[src/rtl/kitchen_timer_core_pkg.sv]
// Shared state encoding and BCD digit limits for the kitchen timer countdown core.
package kitchen_timer_core_pkg;
  typedef enum logic [1:0] {
    ST_IDLE  = 2'd0,
    ST_RUN   = 2'd1,
    ST_PAUSE = 2'd2,
    ST_ALARM = 2'd3
  } kt_state_e;

  localparam int DIGIT_W      = 4;
  localparam int DIGIT_MAX    = 9;
  localparam int SEC_TENS_MAX = 5;
endpackage

[src/rtl/kitchen_timer_core_digit.sv]
// One BCD digit with wrap-around increment/decrement; carry/borrow feed the next digit.
module kt_bcd_digit
  import kitchen_timer_core_pkg::*;
#(
  parameter int MAX = DIGIT_MAX
) (
  input  logic               clk,
  input  logic               rst,
  input  logic               inc,
  input  logic               dec,
  input  logic               clr,
  output logic [DIGIT_W-1:0] q,
  output logic               carry,
  output logic               borrow
);
  localparam logic [DIGIT_W-1:0] QMAX = DIGIT_W'(MAX);

  assign carry  = (q == QMAX) & inc;
  assign borrow = (q == '0) & dec;

  always_ff @(posedge clk or posedge rst) begin
    if (rst)      q <= '0;
    else if (clr) q <= '0;
    else if (inc) q <= (q == QMAX) ? '0 : q + 1'b1;
    else if (dec) q <= (q == '0) ? QMAX : q - 1'b1;
  end
endmodule

[src/rtl/kitchen_timer_core.sv]
// Kitchen timer countdown core: MM:SS BCD count, run/pause FSM and timed alarm.
module kitchen_timer_core
  import kitchen_timer_core_pkg::*;
#(
  parameter int ALARM_SEC = 10
) (
  input  logic       clk,
  input  logic       rst,
  input  logic       tick,
  input  logic       key_start,
  input  logic       key_min,
  input  logic       key_sec,
  input  logic       key_clr,
  output logic [7:0] min_bcd,
  output logic [7:0] sec_bcd,
  output logic       running,
  output logic       alarm
);
  kt_state_e  state;
  logic [7:0] acnt;

  logic [DIGIT_W-1:0] so, st, mo, mt;
  logic so_c, so_b, st_c, st_b, mo_c, mo_b, mt_c, mt_b;
  logic inc_sec, inc_min, dec_en, time_nz, at_one;
  logic unused_flags;

  assign sec_bcd = {st, so};
  assign min_bcd = {mt, mo};
  assign time_nz = |{min_bcd, sec_bcd};
  assign at_one  = (min_bcd == 8'h00) && (sec_bcd == 8'h01);

  // key_start outranks the setting keys and the tick; key_clr outranks everything
  assign inc_sec = (state == ST_IDLE) && key_sec && !key_start && !key_clr;
  assign inc_min = (state == ST_IDLE) && key_min && !key_start && !key_clr;
  assign dec_en  = (state == ST_RUN) && tick && !key_start && !key_clr;

  // Seconds carry stops at sec_tens so setting seconds never bumps the minutes
  kt_bcd_digit #(.MAX(DIGIT_MAX)) u_sec_ones (
    .clk(clk), .rst(rst), .inc(inc_sec), .dec(dec_en), .clr(key_clr),
    .q(so), .carry(so_c), .borrow(so_b));
  kt_bcd_digit #(.MAX(SEC_TENS_MAX)) u_sec_tens (
    .clk(clk), .rst(rst), .inc(so_c), .dec(so_b), .clr(key_clr),
    .q(st), .carry(st_c), .borrow(st_b));
  kt_bcd_digit #(.MAX(DIGIT_MAX)) u_min_ones (
    .clk(clk), .rst(rst), .inc(inc_min), .dec(st_b), .clr(key_clr),
    .q(mo), .carry(mo_c), .borrow(mo_b));
  kt_bcd_digit #(.MAX(DIGIT_MAX)) u_min_tens (
    .clk(clk), .rst(rst), .inc(mo_c), .dec(mo_b), .clr(key_clr),
    .q(mt), .carry(mt_c), .borrow(mt_b));

  assign unused_flags = ^{st_c, mt_c, mt_b};

  always_ff @(posedge clk or posedge rst) begin
    if (rst) begin
      state   <= ST_IDLE;
      acnt    <= '0;
      running <= 1'b0;
      alarm   <= 1'b0;
    end else if (key_clr) begin
      state   <= ST_IDLE;
      acnt    <= '0;
      running <= 1'b0;
      alarm   <= 1'b0;
    end else begin
      case (state)
        ST_IDLE: if (key_start && time_nz) begin
          state   <= ST_RUN;
          running <= 1'b1;
        end
        ST_RUN: begin
          if (key_start) begin
            state   <= ST_PAUSE;
            running <= 1'b0;
          end else if (tick && at_one) begin
            state   <= ST_ALARM;
            acnt    <= '0;
            running <= 1'b0;
            alarm   <= 1'b1;
          end
        end
        ST_PAUSE: if (key_start) begin
          state   <= ST_RUN;
          running <= 1'b1;
        end
        ST_ALARM: begin
          if (key_start) begin
            state <= ST_IDLE;
            acnt  <= '0;
            alarm <= 1'b0;
          end else if (tick) begin
            if (acnt == 8'(ALARM_SEC - 1)) begin
              state <= ST_IDLE;
              acnt  <= '0;
              alarm <= 1'b0;
            end else begin
              acnt <= acnt + 8'd1;
            end
          end
        end
        default: begin
          state   <= ST_IDLE;
          running <= 1'b0;
          alarm   <= 1'b0;
        end
      endcase
    end
  end
endmodule

[config.mk]
export PLATFORM = sky130hd
export DESIGN_NAME = kitchen_timer_core
export DESIGN_NICKNAME = d
export VERILOG_FILES = /design/src/rtl/kitchen_timer_core_pkg.sv /design/src/rtl/kitchen_timer_core_digit.sv /design/src/rtl/kitchen_timer_core.sv
export SDC_FILE = /design/constraint.sdc
export NUM_CORES = 1
export LEC_CHECK = 0
export ABC_AREA = 1
export CAP_MARGIN = 10
export CORE_MARGIN = 4
export CORE_UTILIZATION = 45
export DETAILED_ROUTE_END_ITERATION = 16
export PLACE_DENSITY = 0.73
export SETUP_SLACK_MARGIN = 0.1
export SLEW_MARGIN = 20
export SYNTH_ARGS = -nofsm -noshare
export SYNTH_HDL_FRONTEND = slang
export SYNTH_SLANG_ARGS = --single-unit
[constraint.sdc]
create_clock -name clk -period 2.05 [get_ports clk]
set_input_delay 0.205 -clock clk [delete_from_list [all_inputs] [get_ports clk]]
set_output_delay 0.205 -clock clk [all_outputs]
set_load 0.01 [all_outputs]
; ---- After elaboration in Yosys (flattened, before gate mapping)
; Cells that the tools add are included.
[classes]
addsub = 9
eq_ne = 16
mux = 49
bitwise_logic = 5
n_reduce_logical = 31
[op_table]
columns = cell, count
row1 = 4-bit 2-to-1 mux, 20
row2 = 8-bit 2-to-1 mux, 6
row3 = "4-bit by 1-bit adder with 4-bit output, second input constant", 4
row4 = 4-bit zero test, 4
row5 = 2-bit 2-to-1 mux, 8
row6 = 8-bit one-hot mux with 2 select lines, 1
row7 = 16-bit OR reduction, 1
row8 = "4-bit by 1-bit subtractor with 4-bit output, second input constant", 4
row9 = 3-bit nonzero test, 5
row10 = "4-bit == test, second input constant", 3
row11 = 1-bit logical AND, 12
row12 = 1-bit 2-to-1 mux, 11
row13 = 5-bit AND reduction, 2
row14 = "8-bit by 1-bit adder with 8-bit output, second input constant", 1
row15 = "8-bit by 1-bit == test with 1-bit output, second input constant", 1
row16 = "8-bit by 4-bit == test with 1-bit output, second input constant", 1
row17 = 8-bit zero test, 1
row18 = "4-bit inequality test, second input constant", 2
row19 = 2-bit one-hot mux with 4 select lines, 1
row20 = 4-bit AND reduction, 2
row21 = "3-bit by 2-bit inequality test with 1-bit output, second input constant", 2
row22 = "3-bit inequality test, second input constant", 2
row23 = 1-bit bitwise AND, 5
row24 = "2-bit == test, second input constant", 2
row25 = other kinds (8), 9
[totals]
reg_bits = 28
in_bits = 7
out_inout_bits = 18
wordCells = 118

; ---- Longest topological paths before layout
; Gate-level depths: netlist (run 1).
[logic_depth]
depth_word = 10
mapped_depth = 13
ltp_nobuf = 13

; ---- Cells and area by module
; Synthesis (run 1) repeated with hierarchy kept, for this count alone.
[unflattened]
cells_unflattened = 396
area_unflattened_um2 = 2607.5
[by_module_without_submodules]
columns = module, instances, cells_per_inst, area_each_um2, seq_area_each_um2
row1 = kt_bcd_digit (u_min_ones ...), 3, 61, 396.6, 100.1
row2 = kitchen_timer_core, 1, 156, 1051.0, 300.3
row3 = kt_bcd_digit (u_sec_tens), 1, 57, 366.6, 100.1

; ---- Worst setup path before layout (run 1)
; No wires, ideal clock.
[synth_path]
kind = register to register
from = register u_sec_ones.q[1]
to = register acnt[6]
setup_ns = 0.117
arrival_ns = 1.419
required_time_ns = 1.933
setup_slack_ns = 0.514
path_stages_with_launch = 14
path_buffers = 1
synth_period_minus_slack_ns = 1.536
path_cell_list = dfrtp_1 > inv_1 > ha_1 > nand2_1 > inv_1 > nand2_1 > nor2_2 > nand2_2 > nand2_4 > nand2_4 > inv_4 > buf_8 > nand2_1 > o21ai_2
[synth_via]
elab_chain_cells = 5
[synth_rtl]
columns = item, line
row1 = "start, declared", kitchen_timer_core_digit.sv:12  ; output logic [DIGIT_W-1:0] q,
row2 = "start signal, assigned", kitchen_timer_core_digit.sv:24  ; else if (inc) q <= (q == QMAX) ? '0 : q + 1'b1;
row3 = "start signal, assigned", kitchen_timer_core_digit.sv:25  ; else if (dec) q <= (q == '0) ? QMAX : q - 1'b1;
row4 = 8-bit by 1-bit == test with 1-bit output, kitchen_timer_core.sv:30  ; assign at_one = (min_bcd == 8'h00) && (sec_bcd == 8'h01);
row5 = 1-bit logical AND, kitchen_timer_core.sv:30
row6 = 1-bit logical AND, kitchen_timer_core.sv:74  ; end else if (tick && at_one) begin
row7 = 3-bit by 2-bit inequality test with 1-bit output (no source line), -
row8 = 4-bit AND reduction (no source line), -
row9 = "end signal, assigned", kitchen_timer_core.sv:96  ; acnt <= acnt + 8'd1;
row10 = "end, declared", kitchen_timer_core.sv:20  ; logic [7:0] acnt;
; No other way between the ends.
; A chain may end at the register's enable or synchronous reset.

; ---- Final worst setup path (run 1)
[layout_path]
from = register u_sec_ones.q[1]
to = register acnt[7]
; The elaborated chain is that of the path after synthesis.

==> flow_metrics.py, run 1 <==
metrics = {
    "grt": {
        "gr-usage-met1_pct": 21.9,
        "grt_max_degree": 29,
        "busiest_layer": "met2",
        "antenna_found_initial": 0,
        "grtUsageTotal_pct": 16.2,
        "grt_overflow_total": 0,
        "use_met3_pct": 2.67,
        "grt_pass1_vias": 1808,
        "grt_util_met2_pct": 27.2,
        "grt_pass1_wl_um": 8230,
    },
    "pwr": {
        "p_comb_share_pct": 53.1,
        "p_seq_share_pct": 35.1,
        "powerDensity_nw_per_um2": 981,
        "vdd_drop_max_mv": 0.483,
        "p_leak_nw": 1.24,
        "power_mw": 2.50,
        "swShare_pct": 45.3,
        "power_switching_mw": 1.13,
        "power.share.clock_pct": 11.8,
        "intPower_mw": 1.37,
    },
    "finish": {
        "final_common_cell": "nand2_1",
        "most-common-layout-cells": "80 x nand2_1, 41 x inv_1, 28 x o21ai_0, 28 x nor2_1, 28 x dfrtp_1",
        "stdcell_count": 411,
        "drive_above_1_share_pct": 11.6,
        "diodes": 0,
        "syn2layout_area_growth_pct": 15.7,
        "fillers": 439,
        "fin_area_um2": 2550,
        "final_util_pct": 54.0,
        "final_nets": 363,
    },
    "floorplanning": {
        "num_io_pins": 25,
        "core_um2": 4720,
        "initial_core_util_pct": 46.6,
        "dieArea_um2": 6080,
        "fp.dieW_um": 78.0,
        "rows": 25,
        "die_y_um": 78.0,
    },
    "yosys": {
        "avgSynthCellArea_um2": 6.91,
        "ys_top_cells_by_area": "dfrtp_1 32%, nand2_1 14%, inv_1 7.0%",
        "netlist.area_leader.share_pct": 31.8,
        "yosysTopAreaCell": "dfrtp_1",
        "netlist_instances": 319,
        "synth_area_um2": 2200,
        "synth_seq_area_share_pct": 31.8,
        "ys_ff_latch": 28,
        "ys_types": 33,
        "yosysWarnings": 0,
        "syn-num-nets": 336,
    },
    "sta": {
        "finalSetupViolations": 0,
        "fin_crit_ns": 1.76,
        "fmax_mhz": 569,
        "slew_violations": 0,
        "period_share_pct": 85.7,
        "setup_tns_ns": 0,
        "holdWs_ns": 0.307,
        "rsz0062_at_grt": "no",
        "finalHoldViolations": 0,
        "max_slew_margin_pct": 74.0,
        "worst_pin_slew_ns": 0.390,
        "fin_skew_ns": 0.00230,
        "worst_slack_ns": 0.292,
    },
    "drt": {
        "dr.pass1.iters": 4,
        "via_count": 2067,
        "viasPerCell": 5.03,
        "drc": 0,
        "final_antenna_net_count": 0,
        "wirelength_um": 4700,
        "drt-initial-drc-count": 91,
        "routedWlPerCell_um": 11.4,
    },
    "cts": {
        "cts_resized": 0,
        "cts.sinks": 28,
        "holdBufCountCts": 0,
        "cts_buffers": 3,
        "cts-htree-levels": 1,
        "cts_buffer_depth": 2,
        "clk_latency_ns": 0.27,
        "cts_tree": "yes",
        "cts.clk_slew.worst_paths_ns": 0.09,
        "root_buffer": "clkbuf_8",
        "post_cts_buffers": 0,
    },
    "min_path": {
        "hp-class": "in -> async",
    },
    "worst_setup_path": {
        "critPathLaunchType": "flip-flop",
        "worstPathRequired_ns": 2.22,
        "worst-setup-path-type": "reg -> reg",
        "arrival_ns": 1.93,
        "path_max_fanout": 13,
        "endpoint_kind": "flip-flop",
    },
    "placed_design": {
        "place.detailed.hpwl_um": 3630,
        "routabilityCongestion": 0.850,
        "numPlacedInstances": 408,
        "place_ws_ns": 0.180,
        "placed_area_um2": 2510,
        "portBuffers": 24,
    },
    "job": {
        "maxCapViolCount": 0,
    },
    "status": {
        "status": "finished, final reports clean",
    },
}
==> layer usage <==
layer,part of all wire [%],up-vias
met2,50,57
met4,0.49,0
met5,0,-
met1,44,928
li1,-,1078
met3,5.3,4
==> power groups by stage <==
| stage | clock, mW | combinational (mW) | sequential [mW] |
|---|---|---|---|
| floorplan | 0 | 0.920 | 0.887 |
| global placement | 0 | 1.31 | 0.887 |
| detailed placement | 0 | 1.33 | 0.890 |
| CTS | 0.307 | 1.34 | 0.879 |
| global route | 0.327 | 1.50 | 0.914 |
| finish | 0.296 | 1.33 | 0.878 |
==> cell usage after synthesis <==
library cell and number:
nand2_4 2, o31ai_1 1, nor2_1 28, o21ai_4 1, nand3_2 2, buf_6 1, nor2_2 6, xor2_1 6
buf_8 1, ha_1 10, o211ai_1 1, and2_1 1, a21oi_1 6, nor3_2 3, inv_4 2, o21ai_0 28
o21ai_2 4, buf_2 3, dfrtp_1 28, nor3_1 6, or2_1 1, nand2_2 6, nand3_1 23, nand4_2 1
o21ai_1 12, nand3b_1 1, nor2_4 2, nand4_1 5, inv_2 4, a31oi_1 2, nand2_1 80, inv_1 41
a21oi_2 1
==> worst paths after layout <==
| kind | start | endpoint | slack [ns] | depth (start not counted) |
|---|---|---|---|---|
| min in group clk | running$_DFFE_PP0P_ | running$_DFFE_PP0P_ | 0.48 | 2 |
| worst max-delay path | u_sec_ones.q[1]$_DFFE_PP0P_ | acnt[7]$_DFFE_PP0P_ | 0.29 | 12 |
| max in group asynchronous | rst | acnt[7]$_DFFE_PP0P_ | 1.48 | 3 |
| worst min register to register | running$_DFFE_PP0P_ | running$_DFFE_PP0P_ | 0.48 | 2 |
| worst max register to register | u_sec_ones.q[1]$_DFFE_PP0P_ | acnt[7]$_DFFE_PP0P_ | 0.29 | 12 |
| worst min-delay path | rst | running$_DFFE_PP0P_ | 0.31 | 3 |
==> worst max-delay path, stage by stage (launching register included) <==
cell and delay [ns]:
dfrtp_1 0.46, inv_1 0.13, ha_1 0.20, nand2_1 0.06
inv_1 0.05, nand2_1 0.05, nor2_2 0.09, nand2_2 0.07
nand2_4 0.07, nand2_4 0.08, inv_4 0.16, o21ai_1 0.08
and2_1 0.16
==> registers in the layout, indices dropped and copies added, names as in the netlist <==
name and flops:
alarm 1, state 2, running 1, u_sec_tens.q 4
u_sec_ones.q 4, u_min_tens.q 4, acnt 8, u_min_ones.q 4
==> final cells by class <==
class,instances,area [µm²],area share (%)
Inverter,47,181,7.11
Multi-Input combinational cell,239,1280,50.2
Clock buffer,3,41.3,1.62
Tap cell,67,83.8,3.29
Sequential cell,28,701,27.5
Timing Repair Buffer,27,263,10.3
==> kinds of logic (layout without fill, tap and decap cells) <==
logic type,after synthesis,in the layout,synth area share [%]
compound gates,56,56,14.4
xor+xnor,6,6,2.38
fa+ha+maj,10,10,5.68
buf+inv,52,77,10.1
flops,28,28,31.8
simple gates,167,167,35.6
Power figures use the tool's default switching activity.
==> inputs of run 2 (changes only) <==
- CORE_UTILIZATION: 45 -> 40
- PLACE_DENSITY: 0.73 -> 0.67
==> run 2 against run 1 <==
  * Sequential cell count did not move
  * Global-route usage fell by 0.13 points
  * Clock skew rose by 0.0023 ns
  * Critical path depth did not move
  * Wire length rose by 3.1%
  * First-iteration DRC count rose by 8.8%
  * Combinational power barely moved
  * Largest cell class unchanged
  * Clock power rose by 21%
  * Non-clock buffer count did not move
  * Fmax fell by 0.47%
==> flow_metrics.py, run 2 (synthesized netlist as in run 1, its figures left out) <==
metrics = {
    "worst_setup_path": {
        "slowest_delay_ns": 0.47,
        "worst-setup-path-type": "reg -> reg",
        "r2r_slack_ns": 0.28,
        "slowest_stage": "dfrtp_1",
        "endpoint_kind": "flip-flop",
        "crit_buf_inv": 3,
        "rr_worst_depth": 12,
        "worstPathRequired_ns": 2.24,
        "critPathLaunchType": "flip-flop",
        "crit_chain": "inv_1 -> ha_1 -> nand2_1 -> inv_1 -> nand2_1 -> nor2_2 -> nand2_2 -> nand2_4 -> nand2_4 -> inv_4 -> o21ai_1 -> and2_1",
        "cp_top_family": "simple AND/OR/NAND/NOR gates",
        "arrival_ns": 1.95,
        "r2r-start": "u_sec_ones.q[1]$_DFFE_PP0P_",
        "r2r_end": "acnt[7]$_DFFE_PP0P_",
        "path_max_fanout": 13,
    },
    "drt": {
        "drc": 0,
        "wirelength_um": 4850,
        "final_antenna_net_count": 0,
        "viasPerCell": 4.87,
        "via_count": 2021,
        "routedWlPerCell_um": 11.7,
        "dr.pass1.iters": 4,
        "drt-initial-drc-count": 99,
    },
    "pwr": {
        "vdd_drop_max_mv": 0.439,
        "p_leak_nw": 1.24,
        "powerDensity_nw_per_um2": 1000,
    },
    "grt": {
        "grt_pass1_vias": 1929,
        "grt_overflow_total": 0,
        "antenna_found_initial": 0,
        "grt_pass1_wl_um": 8590,
        "grtUsageTotal_pct": 16.1,
        "grt_max_degree": 29,
    },
    "sta": {
        "fmax_mhz": 566,
        "setup_tns_ns": 0,
        "fin_skew_ns": 0.00460,
        "fin_crit_ns": 1.77,
        "worst_pin_slew_ns": 0.400,
        "finalSetupViolations": 0,
        "finalHoldViolations": 0,
        "worst_slack_ns": 0.284,
        "slew_violations": 0,
        "max_slew_margin_pct": 73.3,
        "holdWs_ns": 0.277,
        "period_share_pct": 86.1,
        "rsz0062_at_grt": "no",
    },
    "floorplanning": {
        "core_um2": 5240,
        "initial_core_util_pct": 42.1,
        "num_io_pins": 25,
        "rows": 26,
        "die_y_um": 82.2,
        "dieArea_um2": 6760,
        "fp.dieW_um": 82.2,
    },
    "finish": {
        "final_nets": 363,
        "final_common_cell": "nand2_1",
        "most-common-layout-cells": "80 x nand2_1, 41 x inv_1, 28 x o21ai_0, 28 x nor2_1, 27 x dfrtp_1",
        "drive_above_1_share_pct": 12.5,
        "syn2layout_area_growth_pct": 16.9,
        "stdcell_count": 415,
        "top_register": "acnt",
        "largest_reg_flops": 8,
        "diodes": 0,
        "fillers": 510,
    },
    "cts": {
        "cts.sinks": 28,
        "holdBufCountCts": 0,
        "cts_buffers": 3,
        "cts-htree-levels": 1,
        "cts_tree": "yes",
        "cts.clk_slew.worst_paths_ns": 0.10,
        "clk_latency_ns": 0.29,
        "cts_resized": 0,
        "cts_buffer_depth": 2,
        "post_cts_buffers": 0,
        "root_buffer": "clkbuf_8",
    },
    "placed_design": {
        "routabilityCongestion": 0.884,
        "place.detailed.hpwl_um": 3760,
        "portBuffers": 24,
        "place_ws_ns": 0.149,
        "numPlacedInstances": 411,
    },
    "status": {
        "status": "finished, final reports clean",
    },
    "job": {
        "maxCapViolCount": 0,
    },
    "min_path": {
        "hp-class": "in -> async",
    },
}
==> run 2: changes by cell type in the layout (fill, tap and decap cells not counted), sizes merged <==
| cell | delta |
|---|---|
| clkbuf | +1 |
==> run 2: worst max path at each step <==
stage / startpoint / to / slack [ns] / cells after the start
after floorplan: u_sec_ones.q[1]$_DFFE_PP0P_ / acnt[6]$_DFFE_PP0P_ / 0.51 / 13
final: u_sec_ones.q[1]$_DFFE_PP0P_ / acnt[7]$_DFFE_PP0P_ / 0.28 / 12
after global placement: key_clr / u_min_tens.q[2]$_DFFE_PP0P_ / 0.22 / 8
after detailed placement: key_clr / u_min_ones.q[2]$_DFFE_PP0P_ / 0.15 / 7
after CTS: u_sec_ones.q[1]$_DFFE_PP0P_ / acnt[7]$_DFFE_PP0P_ / 0.27 / 12
after global routing: u_sec_ones.q[1]$_DFFE_PP0P_ / state[0]$_DFFE_PP0P_ / 0.10 / 13
==> run 2: worst register-to-register path: cells and delay by family, from the launching register on <==
kind	cells	cell delay [ns]
buffers and inverters	3	0.33
flip-flops	1	0.47
adder cells (fa/ha/maj)	1	0.19
AND/OR/NAND/NOR	7	0.59
AO/OA/AOI/OAI	1	0.09
==> run 2: through the flow <==
| stage | util [%] | power [mW] | cell area, µm² |
|---|---|---|---|
| floorplan | - | 1.81 | 2200 |
| global placement | 48.0 | 2.22 | 2510 |
| detailed placement | 48.0 | 2.23 | 2510 |
| CTS | 49.0 | 2.60 | 2570 |
| global route | 49.2 | 2.83 | 2580 |
| finish | 49.2 | 2.58 | 2580 |
==> run 2: layout make-up <==
type	count	area, µm²	area share (%)
clock buffers	4	55.1	2.14
well taps	70	87.6	3.40
flip-flops and latches	28	702	27.2
inverters	47	181	7.04
repair buffers	27	263	10.2
multi-input cells	239	1290	50.0
==> run 2: where the power goes <==
part           internal, mW  switching, mW  total [mW]  leakage (nW)
Combinational         0.562          0.781        1.34         0.843
Clock                 0.173          0.186       0.359        0.0288
Sequential            0.681          0.202       0.883         0.370
Total                  1.42           1.17        2.58          1.24
==> run 2: routing by layer <==
metal	global-route usage [%]	vias to the layer above	routed length (µm)
met1	20.4	910	2230
li1	-	1075	-
met5	0	-	0
met3	1.63	10	114
met2	28.3	26	2420
met4	5.65	0	84
